**config.mk**
```make
export PLATFORM = sky130hd
export DESIGN_NAME = pipe_skid
export DESIGN_NICKNAME = d
export VERILOG_FILES = /design/src/rtl/pipe_skid.sv
export SDC_FILE = /design/constraint.sdc
export NUM_CORES = 1
export LEC_CHECK = 0
export ABC_AREA = 0
export ABC_CLOCK_PERIOD_IN_PS = 7600
export CAP_MARGIN = 25
export CORE_UTILIZATION = 35
export CTS_BUF_LIST = sky130_fd_sc_hd__clkbuf_2
export DETAILED_ROUTE_END_ITERATION = 16
export HOLD_SLACK_MARGIN = 0.05
export PLACE_DENSITY = 0.63
export SYNTH_ARGS = -nofsm -noshare
export SYNTH_HDL_FRONTEND = slang
export SYNTH_SLANG_ARGS = --single-unit
export TNS_END_PERCENT = 5
```
**constraint.sdc**
```tcl
create_clock -name clk -period 7.6 [get_ports clk]
set_clock_uncertainty 0.2 [all_clocks]
set_input_delay 1.52 -clock clk [delete_from_list [all_inputs] [get_ports clk]]
set_output_delay 1.52 -clock clk [all_outputs]
set_load 0.03 [all_outputs]
```
**src/rtl/pipe_skid.sv**
```systemverilog
// pipe_skid: two-entry skid-buffered pipeline stage with valid/ready on both
// sides and a synchronous flush. Every output comes straight from a flop, so
// no combinational path links out_ready to in_ready.
//
//   state | meaning
//   ------+-----------------------------------------------------------
//   EMPTY | nothing held; out_valid=0, in_ready=1, occ=0
//   BUSY  | one beat in main; out_valid=1, in_ready=1, occ=1
//   FULL  | main stalled, second beat in skid; out_valid=1, in_ready=0, occ=2
module pipe_skid #(
    parameter int N = 64
) (
    input  logic         clk,
    input  logic         reset,
    input  logic         in_valid,
    output logic         in_ready,
    input  logic [N-1:0] in_data,
    output logic         out_valid,
    input  logic         out_ready,
    output logic [N-1:0] out_data,
    input  logic         flush,
    output logic [1:0]   occ
);

    // The encoding doubles as the occupancy count.
    typedef enum logic [1:0] {
        EMPTY = 2'd0,
        BUSY  = 2'd1,
        FULL  = 2'd2
    } state_t;

    state_t       state;
    state_t       state_nx;
    logic         load_main_in;
    logic         load_main_skid;
    logic         load_skid;
    logic [N-1:0] main_q;
    logic [N-1:0] skid_q;

    // Next-state and register load enables; flush overrides everything.
    always_comb begin
        state_nx       = state;
        load_main_in   = 1'b0;
        load_main_skid = 1'b0;
        load_skid      = 1'b0;
        if (flush) begin
            state_nx = EMPTY;
        end else begin
            case (state)
                EMPTY: begin
                    if (in_valid) begin
                        load_main_in = 1'b1;
                        state_nx     = BUSY;
                    end
                end
                BUSY: begin
                    if (in_valid && out_ready) begin
                        load_main_in = 1'b1;
                    end else if (in_valid) begin
                        load_skid = 1'b1;
                        state_nx  = FULL;
                    end else if (out_ready) begin
                        state_nx = EMPTY;
                    end
                end
                FULL: begin
                    // in_valid is ignored here because in_ready is low.
                    if (out_ready) begin
                        load_main_skid = 1'b1;
                        state_nx       = BUSY;
                    end
                end
                default: state_nx = EMPTY;
            endcase
        end
    end

    // State register.
    always_ff @(posedge clk or posedge reset) begin
        if (reset) begin
            state <= EMPTY;
        end else begin
            state <= state_nx;
        end
    end

    // Payload registers; flush leaves their contents alone, only validity is cleared.
    always_ff @(posedge clk or posedge reset) begin
        if (reset) begin
            main_q <= '0;
            skid_q <= '0;
        end else begin
            if (load_main_in) begin
                main_q <= in_data;
            end else if (load_main_skid) begin
                main_q <= skid_q;
            end
            if (load_skid) begin
                skid_q <= in_data;
            end
        end
    end

    assign in_ready  = (state != FULL);
    assign out_valid = (state != EMPTY);
    assign occ       = state;
    assign out_data  = main_q;

endmodule

```
==> summary.md, run 1 <==
| Metric | Value |
|---|---|
| Status | `complete, no violations` |
| Met1 usage | `0.1751` |
| Post_cts resized | `0` |
| CTS tree | `built` |
| Final worst path period share | `0.5109` |
| GRT overflow | `0` |
| Area taken by multi-input logic gates | `2287 µm²` |
| Critical Path AT | `around 4.3 ns` |
| Hold EP | `skid_q[43]` |
| First-pass GRT wire length | `18150 µm` |
| Synth Register Bits | `130` |
| GR Util met2 | `0.2261` |
| ANT cells | `0` |
| Vias post-DR | `3382` |
| Ys Warns | `0` |
| IO Count | `137` |
| Fill cell count | `~1400` |
| Part of the power in the clock network | `0.164` |
| Pwr Density | `320.2 nW/µm²` |
| Grt peak-use layer | `met2` |
| Switching Share | `0.3488` |
| Final hold vios | `0` |
| Clock slew at the register clock pins of the worst setup and hold paths | `0.17 ns` |
| Slew Viols, Final | `0` |
| Reg2reg end | `out_data[11]` |
| Post-synth cell types | `19` |
| Final wirelength | `11200 µm` |
| Slew margin rel. | `0.3463` |
| Clk sinks | `130` |
| Reg2reg path depth | `5` |
| Drt wl/cell | `15.41 µm` |
| Hold depth | `1` |
| Crit path required time | `7.98 ns` |
| Total GRT Usage | `0.1441` |
| Worst-Skew Late Latency | `0.69 ns` |
| Post-CTS Setup Bufs | `0` |
| H-tree lvl count | `4` |
| PortBufs | `136` |
| Final HPWL DP | `7144 µm` |
| Highest clock rate | `~0.26 GHz` |
| Core area | `15830 µm²` |
| 1st-iter DRT viols | `roughly 120` |
| Int Pwr | `0.001545 W` |
| Final setup viols | `0` |
| Die W | `129.2 µm` |
| Net load switching power | `just over 0.0008 W` |
| Comb pwr share | `0.397` |
| GP Congestion | `0.6604` |
| Bufs on Longest Clock Path | `2` |
| Maximum vdd drop | `~0.14 mV` |
| Register Area | `approximately 3300 µm²` |
| Sequential area share after synthesis | `0.5741` |
| # hold bufs at CTS | `0` |
| DIE HEIGHT | `129.2 µm` |
| Worst-margin pin slew | `0.9806 ns` |
| Final #Nets | `567` |
| Reg2Reg Setup Slack | `4.59 ns` |
| Synth Instances | `361` |
| Startpoint Class | `input port` |
| Seq pwr share | `0.439` |
| Initial Util | `0.3580` |
| Worst Setup End Kind | `flip-flop` |
| Ratio of cells with drive above 1 in the final layout | `0.2896` |
| Post-route DRC | `0` |
| Cell leakage power | `3.163 nW` |
| Setup_tns | `0 ns` |
| Min-delay worst type | `flip-flop to flip-flop` |
| Die area | `16700 µm²` |
| Tot Pwr | `0.002372 W` |
| Vias in the first global route | `3606` |
| Max-cap violations | `0` |
| Drt pass-1 iters | `4` |
| Min Clock Period, post-route | `3.883 ns` |
| Pin count of the biggest net entering global routing | `71` |
| Startpoint of the worst hold path | `skid_q[43]` |
| Routed Antenna Nets | `0` |
| Root Buffer | `clkbuf_2` |
| Total CTS buffers | `17` |
| Row count | `46` |
| Mapped Avg Cell Area | `15.70 µm²` |
| Area grow syn2layout | `30.74%` |
| Worst-path fanout max | `38` |
| RSZ-0062 raised after global routing | `false` |
| FF-to-FF Start | `occ[1]` |
| Mapped Nets | `430` |
| Initial antenna violation count | `0` |
| M3 GR Usage | `0.05574` |
| Avg Vias per Cell | `4.652` |
| Mapped Area | `5667 µm²` |
| Crit Path Category | `input port to flip-flop` |
==> power groups by stage <==
stage               combinational, W  sequential (W)  clock [W]
finish                      0.000942         0.00104   0.000389
global route                0.000999         0.00107   0.000441
floorplan                   0.000304         0.00131          0
CTS                         0.000955         0.00105   0.000412
global placement            0.000933         0.00105          0
detailed placement          0.000951         0.00106          0
==> critical path, cell delays in order <==
cell             delay [ns]
clkdlybuf4s50_1        0.52
nor2b_1                0.24
o21ai_1                0.18
a21oi_4                0.77
buf_4                  0.58
mux2_2                 0.40
==> cell type report <==
cell class,instances,area share
timing repair buffer,138,0.1858
sequential,130,0.4391
clock inverter,14,0.01638
tap,216,0.03648
inverter,2,0.001351
multi-input combinational,209,0.3087
clock buffer,18,0.01216
==> logic make-up (layout without fill, tap and decap cells) <==
logic type | count (synthesis) | after routing | synth area share
buf+inv | 22 | 172 | 0.02495
flops | 130 | 130 | 0.5741
simple gates | 12 | 12 | 0.01347
compound gates | 5 | 5 | 0.006402
mux | 192 | 192 | 0.3811
==> metal layers <==
layer / part of all wire / vias up
li1: - / 1572
met1: 0.45 / 1704
met2: 0.47 / 90
met3: 0.066 / 16
met4: 0.017 / 0
met5: 0 / -
==> synth_stat cells <==
cell type	instances	share of area
a21oi_1	3	0.0026
a21oi_4	1	0.0029
buf_2	14	0.012
buf_4	1	0.0013
buf_6	5	0.0099
dfrtp_1	130	0.57
inv_1	2	0.0013
mux2_1	77	0.15
mux2_2	113	0.22
mux2i_1	2	0.0035
nand2_1	1	0.00066
nand2b_1	4	0.0044
nor2_1	1	0.00066
nor2b_1	2	0.0022
nor3_1	1	0.00088
nor3b_1	1	0.0013
nor3b_2	1	0.0022
o21ai_1	1	0.00088
or2_2	1	0.0011
==> cells in the final DEF, fill, tap and decap left out <==
cell	count
nand2b_4	1
clkinvlp_4	3
nor2b_1	2
nand2_4	1
buf_4	2
nand2b_1	3
clkinv_2	4
nor3b_2	1
nor3_1	1
a21oi_4	1
nor3b_1	1
clkdlybuf4s50_1	136
inv_4	1
mux2i_1	2
mux2_2	113
mux2_1	77
bufinv_16	2
nor2_1	1
clkinv_1	5
inv_1	1
a21oi_1	3
dfrtp_1	130
or2_2	1
o21ai_1	1
clkbuf_2	18
==> through the flow <==
step	worst slack (ns)	instances	instance area [µm²]	util	hold WS [ns]
after global routing	3.616	727	7408	0.4681	0.3369
after CTS	3.671	727	7408	0.4681	0.3188
after floorplan	2.411	361	5667	-	0.2602
after detailed placement	2.976	695	7197	0.4547	0.2808
after global placement	3.088	695	7197	0.4547	0.2691
final	3.717	727	7408	0.4681	0.3085
==> sequential cells by signal (all words and copies together), names as in the netlist <==
register  flops
occ           2
out_data     64
skid_q       64
==> how the worst max path moves through the flow <==
stage                  start            to  slack [ns]
floorplan              reset        occ[0]        2.41
global placement    in_valid   out_data[7]        3.09
detailed placement  in_valid   out_data[5]        2.98
CTS                   occ[1]      in_ready        3.67
global route          occ[1]      in_ready        3.62
finish              in_valid  out_data[11]        3.72
Power figures use the tool's default switching activity.
==> run 2, diff against run 1 <==
--- a/config.mk
+++ b/config.mk
@@ -6,7 +6,7 @@
 export NUM_CORES = 1
 export LEC_CHECK = 0
 export ABC_AREA = 0
-export ABC_CLOCK_PERIOD_IN_PS = 7600
+export ABC_CLOCK_PERIOD_IN_PS = 3900
 export CAP_MARGIN = 25
 export CORE_UTILIZATION = 35
 export CTS_BUF_LIST = sky130_fd_sc_hd__clkbuf_2
==> constraint.sdc (replaced) <==
create_clock -name clk -period 3.9 [get_ports clk]
set_clock_uncertainty 0.2 [all_clocks]
set_input_delay 0.78 -clock clk [delete_from_list [all_inputs] [get_ports clk]]
set_output_delay 0.78 -clock clk [all_outputs]
set_load 0.03 [all_outputs]
==> summary.md, run 2 (synthesized netlist as in run 1, its figures left out) <==
| Metric | Value |
|---|---|
| Status | `finished, violations left (was complete, no violations)` |
| Failing checks | `design-rule violations` |
| Tot Pwr | `0.004903 W (was 0.002372 W)` |
| Total CTS buffers | `17 (unchanged)` |
| Die W | `129.2 µm (unchanged)` |
| Most common cell after layout, fill and taps aside | `clkdlybuf4s50_1 (unchanged)` |
| DIE HEIGHT | `129.2 µm (unchanged)` |
| Final setup viols | `0 (unchanged)` |
| Clk sinks | `130 (unchanged)` |
| Worst path bufs/invs | `2 (unchanged)` |
| Slew margin rel. | `0.3687 (was 0.3463)` |
| Drt wl/cell | `15.23 µm (was 15.41 µm)` |
| Pin count of the biggest net entering global routing | `131 (was 71)` |
| Net load switching power | `0.001626 W (was 0.0008274 W)` |
| Area grow syn2layout | `33.58% (was 30.74%)` |
| Fin area | `7570 µm² (was 7408 µm²)` |
| Area after DPL | `7246 µm² (was 7197 µm²)` |
| Root Buffer | `clkbuf_2 (unchanged)` |
| Place WS | `0.4710 ns (was 2.976 ns)` |
| Worst Setup End Kind | `output port (was flip-flop)` |
| Worst-path fanout max | `6 (was 38)` |
| Bufs on Longest Clock Path | `2 (unchanged)` |
| Part of the power in the clock network | `0.213 (was 0.164)` |
| Crit path required time | `2.92 ns (was 7.98 ns)` |
| First-pass GRT wire length | `18620 µm (was 18150 µm)` |
| Worst-margin pin slew | `0.9469 ns (was 0.9806 ns)` |
| 1st-iter DRT viols | `125 (was 121)` |
| Routed Antenna Nets | `0 (unchanged)` |
| Initial Util | `0.3580 (unchanged)` |
| Max-cap violations | `0 (unchanged)` |
| Post-route DRC | `1 (was 0)` |
| Final wirelength | `11120 µm (was 11200 µm)` |
| RSZ-0062 raised after global routing | `false (unchanged)` |
| Crit Path Category | `flip-flop to output port (was input port to flip-flop)` |
| Row count | `46 (unchanged)` |
| ANT cells | `0 (unchanged)` |
| IO Count | `137 (unchanged)` |
| Die area | `16700 µm² (unchanged)` |
| Vias in the first global route | `3726 (was 3606)` |
| Vias post-DR | `3408 (was 3382)` |
| Int Pwr | `0.003278 W (was 0.001545 W)` |
| Crit-path cells | `nor2b_1, inv_1, clkdlybuf4s50_1 (was clkdlybuf4s50_1, nor2b_1, o21ai_1, a21oi_4, buf_4, mux2_2)` |
| Final hold vios | `0 (unchanged)` |
| Final worst path period share | `0.7790` |
| Worst-Skew Late Latency | `0.68 ns (was 0.69 ns)` |
| GRT overflow | `0 (unchanged)` |
| Seq pwr share | `0.414 (was 0.439)` |
| Worst path slowest cell | `clkdlybuf4s50_1 (was a21oi_4)` |
| Initial antenna violation count | `0 (unchanged)` |
| Ratio of cells with drive above 1 in the final layout | `0.3016 (was 0.2896)` |
| Drt pass-1 iters | `10 (was 4)` |
| CP top delay family | `buffers and inverters (unchanged)` |
| Core area | `15830 µm² (unchanged)` |
| Register Area | `3253 µm² (unchanged)` |
| Avg Vias per Cell | `4.668 (was 4.652)` |
| Most frequent cells in the layout | `clkdlybuf4s50_1, dfrtp_1, mux2_2, mux2_1, clkbuf_2 (unchanged)` |
| Maximum vdd drop | `0.5340 mV (was 0.1355 mV)` |
| Setup_tns | `0 ns (unchanged)` |
| GP Congestion | `0.6990 (was 0.6604)` |
| Comb pwr share | `0.373 (was 0.397)` |
| H-tree lvl count | `4 (unchanged)` |
| CTS tree | `built (unchanged)` |
| Pwr Density | `647.8 nW/µm² (was 320.2 nW/µm²)` |
| Final HPWL DP | `7064 µm (was 7144 µm)` |
| Worst setup margin | `0.8620 ns (was 3.717 ns)` |
| Slew Viols, Final | `0 (unchanged)` |
| PortBufs | `136 (unchanged)` |
| Clock slew at the register clock pins of the worst setup and hold paths | `0.17 ns (about the same)` |
| Post_cts resized | `0 (unchanged)` |
| Highest clock rate | `0.3292 GHz` |
| Startpoint Class | `flip-flop (was input port)` |
| Area taken by multi-input logic gates | `2287 µm² (unchanged)` |
| Final #Nets | `570 (was 567)` |
| # hold bufs at CTS | `0 (unchanged)` |
| Total GRT Usage | `0.1482 (was 0.1441)` |
| Min Clock Period, post-route | `3.038 ns` |
| Post-Route Utilization | `0.4783 (was 0.4681)` |
| Slowest cell delay on critical path | `0.67 ns (was 0.77 ns)` |
| Switching Share | `0.3316 (was 0.3488)` |
| Fill cell count | `1387 (was 1404)` |
| Post-CTS Setup Bufs | `0 (unchanged)` |
| Min-delay worst type | `flip-flop to flip-flop (unchanged)` |
| Cell leakage power | `3.234 nW (was 3.163 nW)` |
| Critical Path AT | `2.06 ns (was 4.26 ns)` |
-- run 2: cell count changes in the layout (fill, tap and decap cells not counted) --
cell	delta
clkinv_4	+2
buf_4	+1
bufinv_16	+4
clkinvlp_4	+1
inv_4	-1
buf_12	+2
clkinv_1	-4
clkbuf_2	-1
clkinv_2	-1
-- run 2: layout make-up --
class | count | share of cell area
well taps | 216 | 0.03570
repair buffers | 141 | 0.1881
clock inverters | 15 | 0.03157
multi-input cells | 209 | 0.3021
flip-flops and latches | 130 | 0.4298
clock buffers | 17 | 0.01124
inverters | 2 | 0.001488
-- run 2: power by group through the flow --
stage,sequential [W],combinational (W),clock (W)
floorplan,0.00255,0.000594,0
CTS,0.00204,0.00186,0.00109
detailed placement,0.00207,0.00185,0
finish,0.00203,0.00183,0.00104
global route,0.00210,0.00195,0.00116
global placement,0.00205,0.00182,0
-- run 2: worst paths after layout --
kind	startpoint	end	slack, ns	depth (start not counted)
worst max-delay path	occ[1]	in_ready	0.86	3
worst min-delay path	skid_q[1]	skid_q[1]	0.31	1
worst max register to register	occ[0]	out_data[59]	1.43	5
worst min register to register	skid_q[1]	skid_q[1]	0.31	1
max in group asynchronous	reset	skid_q[7]	2.56	3
min in group asynchronous	reset	out_data[47]	0.41	3
-- run 2: per-stage QoR --
stage | hold WS, ns | instances
floorplan | 0.2602 | 361
global placement | 0.2690 | 698
detailed placement | 0.2785 | 698
CTS | 0.3173 | 730
global route | 0.3328 | 730
finish | 0.3117 | 730
-- run 2: layer usage --
layer / share of wire / GRT usage / vias to the layer above / wire length [µm]
met1: 0.44 / 0.1784 / 1735 / 4906
met4: 0.013 / 0.04706 / 0 / 142
li1: - / - / 1572 / -
met5: 0 / 0 / - / 0
met3: 0.062 / 0.06276 / 13 / 694
met2: 0.48 / 0.2400 / 88 / 5376
==> run 3, diff against run 2 <==
--- a/config.mk
+++ b/config.mk
@@ -6,7 +6,7 @@
 export NUM_CORES = 1
 export LEC_CHECK = 0
 export ABC_AREA = 0
-export ABC_CLOCK_PERIOD_IN_PS = 3900
+export ABC_CLOCK_PERIOD_IN_PS = 2840
 export CAP_MARGIN = 25
 export CORE_UTILIZATION = 35
 export CTS_BUF_LIST = sky130_fd_sc_hd__clkbuf_2
==> constraint.sdc (replaced) <==
create_clock -name clk -period 2.84 [get_ports clk]
set_clock_uncertainty 0.2 [all_clocks]
set_input_delay 0.568 -clock clk [delete_from_list [all_inputs] [get_ports clk]]
set_output_delay 0.568 -clock clk [all_outputs]
set_load 0.03 [all_outputs]
==> summary.md, run 3 (synthesized netlist as in run 1, its figures left out) <==
| Metric | Value |
|---|---|
| Maximum vdd drop | `0.4859 mV (was 0.5340 mV)` |
| Setup_tns | `0 ns (unchanged)` |
| Worst path bufs/invs | `1 (was 2)` |
| Crit Path Category | `flip-flop to output port (unchanged)` |
| PortBufs | `136 (unchanged)` |
| Core area | `15830 µm² (unchanged)` |
| Final #Nets | `576 (was 570)` |
| Register Area | `3254 µm² (was 3253 µm²)` |
| Final setup viols | `0 (unchanged)` |
| Die W | `129.2 µm (unchanged)` |
| Root Buffer | `clkbuf_2 (unchanged)` |
| Min-delay worst type | `input port to async pin (was flip-flop to flip-flop)` |
| Worst-Skew Late Latency | `0.66 ns (was 0.68 ns)` |
| CTS tree | `built (unchanged)` |
| IO Count | `137 (unchanged)` |
| Final HPWL DP | `7439 µm (was 7064 µm)` |
| Startpoint Class | `flip-flop (unchanged)` |
| Crit path required time | `2.07 ns (was 2.92 ns)` |
| ANT cells | `0 (unchanged)` |
| Worst-path fanout max | `7 (was 6)` |
| Fin area | `7531 µm² (was 7570 µm²)` |
| Fill cell count | `1400 (was 1387)` |
| First-pass GRT wire length | `18310 µm (was 18620 µm)` |
| Max-cap violations | `0 (unchanged)` |
| Drt pass-1 iters | `4 (was 10)` |
| Highest clock rate | `0.3788 GHz` |
| Final hold vios | `0 (unchanged)` |
| Area after DPL | `7366 µm² (was 7246 µm²)` |
| Routed Antenna Nets | `0 (unchanged)` |
| Initial antenna violation count | `0 (unchanged)` |
| Drt wl/cell | `15.31 µm (was 15.23 µm)` |
| Final worst path period share | `0.9295` |
| Reg2reg end | `out_data[38] (was out_data[59])` |
| Bufs on Longest Clock Path | `2 (unchanged)` |
| GRT overflow | `0 (unchanged)` |
| DIE HEIGHT | `129.2 µm (unchanged)` |
| Vias in the first global route | `3709 (was 3726)` |
| Worst path slowest cell | `clkdlybuf4s50_1 (unchanged)` |
| Critical Path AT | `1.87 ns (was 2.06 ns)` |
| Slowest cell delay on critical path | `0.71 ns (was 0.67 ns)` |
| Reg2Reg Setup Slack | `0.80 ns (was 1.43 ns)` |
| Most common cell after layout, fill and taps aside | `clkdlybuf4s50_1 (unchanged)` |
| FF-to-FF Start | `occ[0] (unchanged)` |
| Initial Util | `0.3580 (unchanged)` |
| Row count | `46 (unchanged)` |
| H-tree lvl count | `4 (unchanged)` |
| Area taken by multi-input logic gates | `2287 µm² (unchanged)` |
| Pwr Density | `827.0 nW/µm² (was 647.8 nW/µm²)` |
| RSZ-0062 raised after global routing | `false (unchanged)` |
| Post-route DRC | `0 (was 1)` |
| 1st-iter DRT viols | `99 (was 125)` |
| Crit-path cells | `clkdlybuf4s50_1 (was nor2b_1, inv_1, clkdlybuf4s50_1)` |
| Avg Vias per Cell | `4.678 (was 4.668)` |
| GP Congestion | `0.7075 (was 0.6990)` |
| CP top delay family | `buffers and inverters (unchanged)` |
| Reg2reg path depth | `5 (unchanged)` |
| Worst-margin pin slew | `0.7268 ns (was 0.9469 ns)` |
| Total GRT Usage | `0.1453 (was 0.1482)` |
| Cell leakage power | `3.227 nW (was 3.234 nW)` |
| Min Clock Period, post-route | `2.640 ns` |
| Worst Setup End Kind | `output port (unchanged)` |
| Final wirelength | `11230 µm (was 11120 µm)` |
| Vias post-DR | `3429 (was 3408)` |
| Ratio of cells with drive above 1 in the final layout | `0.2998 (was 0.3016)` |
| Total CTS buffers | `17 (unchanged)` |
| Clock slew at the register clock pins of the worst setup and hold paths | `0.18 ns (was 0.17 ns)` |
| Slew margin rel. | `0.5155 (was 0.3687)` |
| Pin count of the biggest net entering global routing | `131 (unchanged)` |
| Most frequent cells in the layout | `clkdlybuf4s50_1, dfrtp_1, mux2_2, mux2_1, clkbuf_2 (unchanged)` |
| Status | `complete, no violations (was finished, violations left)` |
| Die area | `16700 µm² (unchanged)` |
| Slew Viols, Final | `0 (unchanged)` |
| Clk sinks | `130 (unchanged)` |
| Area grow syn2layout | `32.90% (was 33.58%)` |
| Post-CTS Setup Bufs | `0 (unchanged)` |
==> run 3: cell types whose count changed in the layout (fill, tap and decap cells not counted) <==
| cell | delta |
|---|---|
| clkinv_1 | +4 |
| clkbuf_2 | +2 |
| dfrtp_2 | +1 |
| clkinvlp_4 | -2 |
| dfrtp_1 | -1 |
| dlygate4sd2_1 | +2 |
| clkinv_4 | -2 |
| buf_12 | +6 |
| clkdlybuf4s50_1 | -2 |
| bufinv_16 | -5 |
==> run 3: worst max-delay path by stage <==
stage / startpoint / cells past startpoint / endpoint
3_5_place_dp: in_valid / 6 / out_data[35]
5_1_grt: occ[0] / 3 / in_ready
4_1_cts: occ[0] / 1 / occ[0]
6_report: occ[0] / 1 / occ[0]
3_3_place_gp: in_valid / 6 / out_data[42]
2_1_floorplan: reset / 1 / occ[0]
==> run 3: layer usage <==
metal / track usage / wire length [µm]
met1: 0.1751 / 4986
met2: 0.2321 / 5356
met3: 0.05780 / 728
met4: 0.05882 / 153
met5: 0 / 0
==> run 3: area by class of cell <==
cell class	instances	area share
clock buffer	19	0.01263
inverter	2	0.001495
tap	216	0.03589
multi-input combinational	209	0.3037
sequential	130	0.4321
timing repair buffer	147	0.2047
clock inverter	10	0.009470
==> run 3: through the flow <==
stage	worst slack [ns]	utilization	power, W	hold WS [ns]	std cells
2_1_floorplan	0.4628	-	0.004312	0.2602	361
3_3_place_gp	0.2389	0.4654	0.005325	0.2690	704
3_5_place_dp	0.2040	0.4654	0.005399	0.2781	704
4_1_cts	0.08440	0.4757	0.006345	0.1733	733
5_1_grt	0.01488	0.4758	0.006611	0.1563	733
6_report	0.2003	0.4758	0.006228	0.2009	733
==> run 3: what timing repair did <==
| item | in CTS | in global routing |
|---|---|---|
| pin swaps | 0 | 0 |
| endpoints found under the setup margin | 2 | 1 |
| resized for setup | 2 | 1 |
| hold buffers | 0 | 0 |
==> run 3: report_power, final <==
part	total [W]	switching (W)	internal (W)
clock	0.000909	0.000620	0.000288
sequential	0.00277	0.000308	0.00247
combinational	0.00254	0.00124	0.00130
==> RTL edit, RTL diff (flow settings as in run 3) <==
The parameter `N` goes from 64 to 128.
--- a/src/rtl/pipe_skid.sv
+++ b/src/rtl/pipe_skid.sv
@@ -8,7 +8,7 @@
 //   BUSY  | one beat in main; out_valid=1, in_ready=1, occ=1
 //   FULL  | main stalled, second beat in skid; out_valid=1, in_ready=0, occ=2
 module pipe_skid #(
-    parameter int N = 64
+    parameter int N = 128
 ) (
     input  logic         clk,
     input  logic         reset,
Interface: changed (resized in_data and out_data); port bits go from 137 to 265. The function was not compared with the original's and may differ.
==> RTL edit against run 3 <==
Combinational power increased by 100%; maximum frequency decreased by 0.68%; routed wire length grew 130%; global-route usage is 1.5 points higher; die area is 94% higher; core utilization increased by 1.7 points; critical path type unchanged; critical endpoint is now out_valid; setup slack worse by 18 ps; total power grew 120%; sequential cell count grew 128; cell area grew 100%; area after synthesis rose by 96%; clock power increased to 3.1 times the old value.
==> RTL edit: results (changes against run 3) <==
share of layout cells above drive strength 1=0.387 (+0.0869); worst r2r src=occ[1]$_DFFE_PP0P_; Critical Path Source=occ[0]$_DFFE_PP0P_; later-pin clock latency in the skew report=760 ps (+100 ps); CP Data Arrival Time=1890 ps (+20 ps); vias in the first global route=7,580 (+100%); Peak VDD IR=0.000441 V (-9.3%); placed cells=1,354 (+92%); CTS HTree Levels=3 (-1); type of the tightest min-delay check=in -> reg; Hold EP=skid_q[21]$_DFFE_PP0P_; CP endpoint=out_valid; Final Non-Filler Cells=1,479 (+100%); last weighted congestion value of the routability-driven placer=0.716 (+1.2%); Reg2Reg Setup Slack=710 ps (-90 ps); post-synthesis cell count=703 (+95%); Post-Route WL=25,400 um (+130%); CTS buffer count=72 (+55); PortBufs=264 (+94%); end of the worst register-to-register path=out_data[48]$_DFFE_PP0P_; Nets=1,166 (+100%); DP Wirelength=17,200 um (+130%); CTS max path bufs=3 (+1); leakage power=6.72 nW (+110%); syn_nets=836 (+94%); initial drt markers=186 (+88%); antenna violations before repair=2 (+2); GRT Util Overall=0.160 (+0.0149); yosys warns=0 (unchanged); worst r2r path cells=5 (unchanged); largest net degree at the start of global routing=58 (-56%); area share of the largest cell type after synthesis=0.581 (+0.00733); CTS clock-pin slew for the worst setup and hold paths=100 ps (-80 ps); Post-DP Area=0.0145 sq mm (+97%); commonest cells in the netlist=mux2_2 (262), dfrtp_1 (258), mux2_1 (120); DR vias/cell=4.69 (+0.32%); synth top area cells=dfrtp_1 (58%), mux2_2 (27%), mux2_1 (12%); Netlist cell types=18 (-1); slew at the pin closest to its max-slew limit=452 ps (-275 ps); sequential-to-total area share from yosys stat=0.581 (+0.00733); hold slack=222 ps (+21.4 ps); first-pass GRT wire length=41,600 um (+130%); status=complete, no violations
## RTL edit: cell count changes in the layout (fill, tap and decap cells not counted), moves of 10 or more
| cell | change |
|---|---|
| mux2_2 | +149 |
| dfrtp_1 | +129 |
| clkdlybuf4s50_1 | +126 |
| clkbuf_2 | +92 |
| mux2_1 | +43 |
| buf_4 | +12 |
| buf_12 | +10 |
## RTL edit: metal layers
layer  track usage  routed length, um
met1         0.208              11600
met2         0.240              11200
met3        0.0693               2320
met4        0.0492                368
met5             0                  0
## RTL edit: repair_timing
item                                   in CTS  in global routing
endpoints found under the hold margin      12                  0
resized for setup                           3                  4
hold buffers                                1                  0
setup endpoints to repair                   3                  2
## RTL edit: per-stage QoR
step                 util  worst slack (ps)
CTS                 0.492             -28.5
detailed placement  0.470               120
finish              0.492               182
global placement    0.470               117
global route        0.492             -3.60
floorplan               -             -1330
## RTL edit: logic make-up after synthesis
group | count (synthesis) | share of synthesized area
compound gates | 5 | 0.00225
buf+inv | 44 | 0.0203
flops | 258 | 0.581
mux | 384 | 0.389
simple gates | 12 | 0.00687
## RTL edit: layout make-up
class                      instances  area [sq um]
multi-input combinational        401          4450
inverter                           2          11.3
tap                              396           495
timing repair buffer             298          3120
clock inverter                    12           128
sequential                       258          6460
antenna                            2          5.00
clock buffer                     110           551
fill                            2760         15700
## RTL edit: power breakdown
part	internal (W)	switching (W)	leakage (nW)	total, W
Combinational	0.00265	0.00255	3.05	0.00520
Sequential	0.00492	0.000621	3.15	0.00554
Clock	0.00128	0.00154	0.515	0.00282
Total	0.00885	0.00471	6.72	0.0136
## RTL edit: critical path, cell delays in order (launching register included)
cell           delay (ps)
dfrtp_1               470
or2_2                 310
dlygate4sd2_1         350
